File: config.mk
export PLATFORM = sky130hd
export DESIGN_NAME = sevenseg_scan
export DESIGN_NICKNAME = d
export VERILOG_FILES = /design/src/rtl/sevenseg_pkg.sv /design/src/rtl/sevenseg_decode.sv /design/src/rtl/sevenseg_scan.sv
export SDC_FILE = /design/constraint.sdc
export NUM_CORES = 1
export LEC_CHECK = 0
export CAP_MARGIN = 10
export CORE_UTILIZATION = 35
export CTS_CLUSTER_DIAMETER = 30
export DETAILED_ROUTE_END_ITERATION = 16
export PLACE_DENSITY = 0.62
export SYNTH_ARGS = -nofsm -noshare
export SYNTH_HDL_FRONTEND = slang
export SYNTH_SLANG_ARGS = --single-unit
File: constraint.sdc
create_clock -name clk -period 2.1 [get_ports clk]
set_input_delay 0.42 -clock clk [delete_from_list [all_inputs] [get_ports clk]]
set_output_delay 0.42 -clock clk [all_outputs]
set_load 0.02 [all_outputs]
File: src/rtl/sevenseg_pkg.sv
// sevenseg_pkg
// Shared definitions for the multiplexed seven-segment driver.
//   seg_t         : 7-bit segment vector, {a,b,c,d,e,f,g} on bits 6..0
//   SEG_A..SEG_G  : bit position of each segment inside seg_t
//   SEG_0..SEG_HF : active-high glyphs for nibbles 0-9 and letters A,b,C,d,E,F
//   SEG_BLANK     : all segments off (active-high)
package sevenseg_pkg;

  typedef logic [6:0] seg_t;

  localparam int SEG_A = 6;  // top
  localparam int SEG_B = 5;  // upper-right
  localparam int SEG_C = 4;  // lower-right
  localparam int SEG_D = 3;  // bottom
  localparam int SEG_E = 2;  // lower-left
  localparam int SEG_F = 1;  // upper-left
  localparam int SEG_G = 0;  // middle

  // One-hot masks so every glyph below reads as the list of segments it lights.
  localparam seg_t SB_A = seg_t'(1 << SEG_A);
  localparam seg_t SB_B = seg_t'(1 << SEG_B);
  localparam seg_t SB_C = seg_t'(1 << SEG_C);
  localparam seg_t SB_D = seg_t'(1 << SEG_D);
  localparam seg_t SB_E = seg_t'(1 << SEG_E);
  localparam seg_t SB_F = seg_t'(1 << SEG_F);
  localparam seg_t SB_G = seg_t'(1 << SEG_G);

  localparam seg_t SEG_BLANK = 7'h00;
  localparam seg_t SEG_0  = SB_A | SB_B | SB_C | SB_D | SB_E | SB_F;
  localparam seg_t SEG_1  = SB_B | SB_C;
  localparam seg_t SEG_2  = SB_A | SB_B | SB_D | SB_E | SB_G;
  localparam seg_t SEG_3  = SB_A | SB_B | SB_C | SB_D | SB_G;
  localparam seg_t SEG_4  = SB_B | SB_C | SB_F | SB_G;
  localparam seg_t SEG_5  = SB_A | SB_C | SB_D | SB_F | SB_G;
  localparam seg_t SEG_6  = SB_A | SB_C | SB_D | SB_E | SB_F | SB_G;
  localparam seg_t SEG_7  = SB_A | SB_B | SB_C;
  localparam seg_t SEG_8  = SB_A | SB_B | SB_C | SB_D | SB_E | SB_F | SB_G;
  localparam seg_t SEG_9  = SB_A | SB_B | SB_C | SB_D | SB_F | SB_G;
  localparam seg_t SEG_HA = SB_A | SB_B | SB_C | SB_E | SB_F | SB_G;
  localparam seg_t SEG_HB = SB_C | SB_D | SB_E | SB_F | SB_G;
  localparam seg_t SEG_HC = SB_A | SB_D | SB_E | SB_F;
  localparam seg_t SEG_HD = SB_B | SB_C | SB_D | SB_E | SB_G;
  localparam seg_t SEG_HE = SB_A | SB_D | SB_E | SB_F | SB_G;
  localparam seg_t SEG_HF = SB_A | SB_E | SB_F | SB_G;

endpackage

File: src/rtl/sevenseg_decode.sv
// sevenseg_decode
// Purely combinational nibble-to-glyph decoder (active-high segments).
//   nibble_i : 4-bit value to show
//   hex_en_i : 1 shows A-F as letters, 0 blanks any value above 9
//   seg_o    : segment vector {a,b,c,d,e,f,g}
module sevenseg_decode
  import sevenseg_pkg::*;
(
  input  logic [3:0] nibble_i,
  input  logic       hex_en_i,
  output seg_t       seg_o
);

  // Glyph lookup; letters are gated by hex_en_i so a decimal-only
  // display never shows a half-readable letter.
  always_comb begin
    seg_o = SEG_BLANK;
    case (nibble_i)
      4'h0: seg_o = SEG_0;
      4'h1: seg_o = SEG_1;
      4'h2: seg_o = SEG_2;
      4'h3: seg_o = SEG_3;
      4'h4: seg_o = SEG_4;
      4'h5: seg_o = SEG_5;
      4'h6: seg_o = SEG_6;
      4'h7: seg_o = SEG_7;
      4'h8: seg_o = SEG_8;
      4'h9: seg_o = SEG_9;
      4'hA: seg_o = hex_en_i ? SEG_HA : SEG_BLANK;
      4'hB: seg_o = hex_en_i ? SEG_HB : SEG_BLANK;
      4'hC: seg_o = hex_en_i ? SEG_HC : SEG_BLANK;
      4'hD: seg_o = hex_en_i ? SEG_HD : SEG_BLANK;
      4'hE: seg_o = hex_en_i ? SEG_HE : SEG_BLANK;
      4'hF: seg_o = hex_en_i ? SEG_HF : SEG_BLANK;
      default: seg_o = SEG_BLANK;
    endcase
  end

endmodule

File: src/rtl/sevenseg_scan.sv
// sevenseg_scan
// Time-multiplexed multi-digit seven-segment driver with a double-buffered
// load port, so new content only appears on a frame boundary.
//   clk        : system clock, rising edge
//   rst        : asynchronous active-high reset
//   load_valid : load_data holds a new display word
//   load_ready : pending buffer empty; load taken when valid && ready
//   load_data  : packed digits, nibble i = digit i, digit 0 least significant
//   seg        : registered segments {a..g}, polarity per ACTIVE_LOW
//   dig_en     : registered one-hot digit enable, polarity per ACTIVE_LOW
//   frame_done : one-cycle pulse the cycle after each frame boundary
// NUM_DIGITS must be >= 1 and DIV must be >= 2.
module sevenseg_scan
  import sevenseg_pkg::*;
#(
  parameter int NUM_DIGITS = 4,
  parameter int DIV        = 1000,
  parameter bit HEX_EN     = 1'b1,
  parameter bit BLANK_LZ   = 1'b1,
  parameter bit ACTIVE_LOW = 1'b0
) (
  input  logic                    clk,
  input  logic                    rst,
  input  logic                    load_valid,
  output logic                    load_ready,
  input  logic [4*NUM_DIGITS-1:0] load_data,
  output logic [6:0]              seg,
  output logic [NUM_DIGITS-1:0]   dig_en,
  output logic                    frame_done
);

  localparam int PW = $clog2(DIV);
  localparam int IW = (NUM_DIGITS > 1) ? $clog2(NUM_DIGITS) : 1;
  localparam logic [PW-1:0] PRESC_LAST = PW'(DIV - 1);
  localparam logic [IW-1:0] IDX_LAST   = IW'(NUM_DIGITS - 1);

  // Idle output levels: blank glyph and no digit enabled, after polarity.
  localparam seg_t                  SEG_IDLE = ACTIVE_LOW ? 7'h7F : SEG_BLANK;
  localparam logic [NUM_DIGITS-1:0] DIG_IDLE = {NUM_DIGITS{ACTIVE_LOW}};

  logic [PW-1:0]           prescale_q, prescale_d;
  logic [IW-1:0]           digitIdx_q, digitIdx_d;
  logic [4*NUM_DIGITS-1:0] display_q, display_d;
  logic [4*NUM_DIGITS-1:0] pending_q, pending_d;
  logic                    pendingFull_q, pendingFull_d;
  logic                    loadReady_q;
  seg_t                    seg_q, seg_d;
  logic [NUM_DIGITS-1:0]   digEn_q, digEn_d;
  logic                    frameDone_q;

  logic       atDigitEnd;
  logic       atFrameEnd;
  logic       loadAccept;
  logic [3:0] curNibble;
  logic       zeroRun;
  logic       leadBlank;
  seg_t       decSeg;

  assign atDigitEnd = (prescale_q == PRESC_LAST);
  assign atFrameEnd = atDigitEnd && (digitIdx_q == IDX_LAST);
  assign loadAccept = load_valid && loadReady_q;

  // Scan timing: the prescaler sets how long each digit stays lit and
  // the digit index steps once per prescaler wrap.
  always_comb begin
    prescale_d = prescale_q + 1'b1;
    digitIdx_d = digitIdx_q;
    if (atDigitEnd) begin
      prescale_d = '0;
      digitIdx_d = (digitIdx_q == IDX_LAST) ? '0 : digitIdx_q + 1'b1;
    end
  end

  // Double buffer. A frame boundary with a full pending buffer and an
  // accepted load are mutually exclusive, because ready is only high while
  // pending is empty; a load taken in the boundary cycle waits a full frame.
  always_comb begin
    display_d     = display_q;
    pending_d     = pending_q;
    pendingFull_d = pendingFull_q;
    if (atFrameEnd && pendingFull_q) begin
      display_d     = pending_q;
      pendingFull_d = 1'b0;
    end else if (loadAccept) begin
      pending_d     = load_data;
      pendingFull_d = 1'b1;
    end
  end

  // Pick the nibble belonging to the digit currently being scanned.
  always_comb begin
    curNibble = display_q[3:0];
    for (int i = 1; i < NUM_DIGITS; i++) begin
      if (digitIdx_q == IW'(i)) curNibble = display_q[4*i +: 4];
    end
  end

  // Leading-zero blanking: walking down from the top digit, zeroRun stays
  // set while every nibble so far is zero. Digit 0 is never blanked so an
  // all-zero word still shows a single "0".
  always_comb begin
    zeroRun   = 1'b1;
    leadBlank = 1'b0;
    for (int i = NUM_DIGITS - 1; i >= 1; i--) begin
      zeroRun = zeroRun && (display_q[4*i +: 4] == 4'h0);
      if (BLANK_LZ && (digitIdx_q == IW'(i))) leadBlank = zeroRun;
    end
  end

  sevenseg_decode u_decode (
    .nibble_i (curNibble),
    .hex_en_i (HEX_EN),
    .seg_o    (decSeg)
  );

  // Output register inputs; polarity is applied here so the pins come
  // straight off flops with no logic after them.
  always_comb begin
    seg_d   = (leadBlank ? SEG_BLANK : decSeg) ^ {7{ACTIVE_LOW}};
    digEn_d = DIG_IDLE;
    for (int i = 0; i < NUM_DIGITS; i++) begin
      digEn_d[i] = (digitIdx_q == IW'(i)) ^ ACTIVE_LOW;
    end
  end

  // All state; reset blanks the display immediately, even mid-scan.
  always_ff @(posedge clk or posedge rst) begin
    if (rst) begin
      prescale_q    <= '0;
      digitIdx_q    <= '0;
      display_q     <= '0;
      pending_q     <= '0;
      pendingFull_q <= 1'b0;
      loadReady_q   <= 1'b1;
      seg_q         <= SEG_IDLE;
      digEn_q       <= DIG_IDLE;
      frameDone_q   <= 1'b0;
    end else begin
      prescale_q    <= prescale_d;
      digitIdx_q    <= digitIdx_d;
      display_q     <= display_d;
      pending_q     <= pending_d;
      pendingFull_q <= pendingFull_d;
      loadReady_q   <= !pendingFull_d;
      seg_q         <= seg_d;
      digEn_q       <= digEn_d;
      frameDone_q   <= atFrameEnd;
    end
  end

  assign load_ready = loadReady_q;
  assign seg        = seg_q;
  assign dig_en     = digEn_q;
  assign frame_done = frameDone_q;

endmodule

==> flow_metrics.tcl <==
set metrics [dict create \
    status "completed" \
    cts_buffers 9 \
    top_layer "met4" \
    finalInstanceArea_mm2 0.00338 \
    regToRegStartpoint "digitIdx_q[1]" \
    routedWlPerCell_um 12.7 \
    power.density_mw_per_mm2 731 \
    ys_seq_area_share_pct 56.5 \
    async_flop_share_pct 100 \
    design.portCount 32 \
    drc 0 \
    htree_levels 3 \
    fin_crit_ps 2000 \
    antenna_found_initial 0 \
    dr_wl_met3_um 161 \
    holdCritPathClass "in2async" \
    clkSinkCount 58 \
    die_area_mm2 0.00769 \
    crit_type "reg2reg" \
    max_freq_mhz 501 \
    fp.dieW_um 87.7 \
    core_mm2 0.00694 \
    crit_required_ps 2340 \
    syn_inst 210 \
    areaGrowthSynthToFinish_pct 31.4 \
    slew_viol_final 0 \
    reg2reg_slack_ps 100 \
    synth.most_common_cell "dfrtp_1" \
    cts-root-buf "clkbuf_8" \
    viasPerCell 4.78 \
    drtPass1Iterations 4 \
    io_buffers 31 \
    clock_latency_ps 340 \
    syn-num-nets 234 \
    grt_pass1_vias 1780 \
    synth_top_area_share_pct 55.5 \
    dp_cells 344 \
    grt_pass1_wl_um 8100 \
    nNetsFinal 283 \
    grt_overflow 0 \
    reg2reg_to "seg[6]" \
    m1WireLength_um 2180 \
    worstPathMaxFanout 7 \
    p_clk_share_pct 42.5 \
    cap_violations 0 \
    synth_area_leaders "dfrtp_1 56%, mux2_2 7.9%, mux2_1 4.4%" \
    wl_met2_um 2100 \
    r2r_cells 8 \
    p_sw_mw 0.518 \
    drtIter0Drc 158 \
    drive_above_1_share_pct 26.2 \
    pwr-share-comb_pct 6.3 \
    die_height_um 87.7 \
    tns_ps 0 \
    pwr-share-seq_pct 51.2 \
    clkTransAtPathRegs_ps 60 \
    wirelength_um 4560 \
    hpwlAfterDp_um 3280 \
    syn_area_mm2 0.00257 \
    synth.largest_area_cell "dfrtp_1" \
    syn_area_per_cell_um2 12.2 \
    start_kind "flip-flop" \
    ys_warn_count 0 \
    cts_tree "built" \
    antenna_cells 0 \
    finalPower_mw 2.47 \
    gp_congestion 0.862 \
    grt_usage_pct 14.1 \
    synth-main-ff-cell "dfrtp_1" \
    dpl_cell_area_mm2 0.00308 \
    finalHoldViolations 0 \
    swShare_pct 21.0 \
    yosys-top-cells-count "57 x dfrtp_1, 18 x mux2_2, 16 x nor2_1" \
    finalNonFillerCells 359 \
    max_slew_margin_pct 75.4 \
    ir_drop_v 0.000386 \
    num_rows 30 \
    ant_nets 0 \
    worstSetupEndpointType "flip-flop" \
    grt_max_degree 31 \
    p_int_mw 1.95 \
    ctsHoldBuffers 0 \
    cellLeakagePower_nw 1.47 \
    post-route-period-util_pct 95.1 \
    synth_edf_count 0 \
    ys_ff_latch 58 \
    ys_types 40 \
    via_count 1716 \
    clockBufferDepth 2 \
    worstMarginPinSlew_ps 366 \
    setup_violations 0 \
    initial_core_util_pct 37.0 \
    worstPathArrival_ps 2230 \
    finalClockSkew_ps 5.61 \
]
[area by class of cell]
| cell class | count | area, um2 |
|---|---|---|
| clock buffers | 13 | 169 |
| clock inverters | 2 | 35.0 |
| repair buffers | 46 | 435 |
| inverters | 9 | 33.8 |
| well taps | 96 | 120 |
| flip-flops and latches | 58 | 1450 |
| multi-input cells | 135 | 1130 |
| fillers | 616 | 3570 |
[worst max path at each step]
| stage | start | end | slack, ps | depth (start not counted) |
|---|---|---|---|---|
| after floorplan | digitIdx_q[0] | seg[5] | 210 | 8 |
| after global placement | digitIdx_q[0] | seg[6] | 50 | 8 |
| after detailed placement | digitIdx_q[0] | seg[6] | -20 | 8 |
| after CTS | digitIdx_q[0] | seg[6] | 50 | 7 |
| after global routing | digitIdx_q[1] | seg[6] | -30 | 8 |
| final | digitIdx_q[1] | seg[6] | 100 | 8 |
[sequential cells by signal, summed over array words and instances, names as in the netlist]
signal         cells
frame_done         1
dig_en             4
pendingFull_q      1
pending_q         16
seg                7
load_ready         1
display_q         16
prescale_q        10
digitIdx_q         2
[through the flow]
step	worst slack (ps)	util [%]	hold WS, ps
final	102	48.6	332
after global routing	-32.8	48.6	343
after CTS	50.9	47.3	327
after detailed placement	-22.2	44.3	456
after global placement	48.6	44.3	452
after floorplan	214	-	433
[power by group through the flow]
stage	clock, mW	sequential (mW)	combinational (mW)
final	1.05	1.26	0.156
after global routing	1.14	1.28	0.173
after CTS	1.09	1.27	0.161
after detailed placement	0	1.29	0.161
after global placement	0	1.28	0.157
after floorplan	0	1.27	0.101
[layer usage]
| layer | vias up | track usage, % |
|---|---|---|
| met3 | 9 | 4.24 |
| li1 | 848 | - |
| met4 | 0 | 8.94 |
| met2 | 32 | 21.6 |
| met1 | 827 | 17.3 |
| met5 | - | 0 |
[cells by family after synthesis]
group / synth area share [%]
simple gates: 12.0
buf+inv: 3.21
flops: 56.5
fa+ha+maj: 2.43
xor+xnor: 2.39
mux: 13.8
compound gates: 9.59
[worst max-delay path, cell delays in order, from the launching register on]
cell	delay [ps]
dfrtp_1	440
inv_1	150
ha_4	210
mux2i_2	280
a221oi_4	110
buf_4	170
nand3_1	70
a21bo_2	220
a211oi_1	250
[cells in the final DEF (no fill, tap or decap), types with 4 or more instances in the layout]
| cell | n |
|---|---|
| o21ai_0 | 9 |
| nor3b_2 | 4 |
| nor2_1 | 15 |
| clkbuf_8 | 12 |
| mux2_2 | 18 |
| nand2_1 | 11 |
| a211oi_1 | 4 |
| xor2_1 | 5 |
| mux2_1 | 10 |
| inv_1 | 8 |
| clkdlybuf4s50_1 | 31 |
| buf_4 | 14 |
| nand3_1 | 6 |
| dfrtp_1 | 56 |
| a21oi_1 | 6 |
[what timing repair did]
action	CTS	global route
resized for setup	1	17
setup buffers	0	0
endpoints found under the setup margin	1	6
No activity file was read; power rests on OpenSTA's default activity.
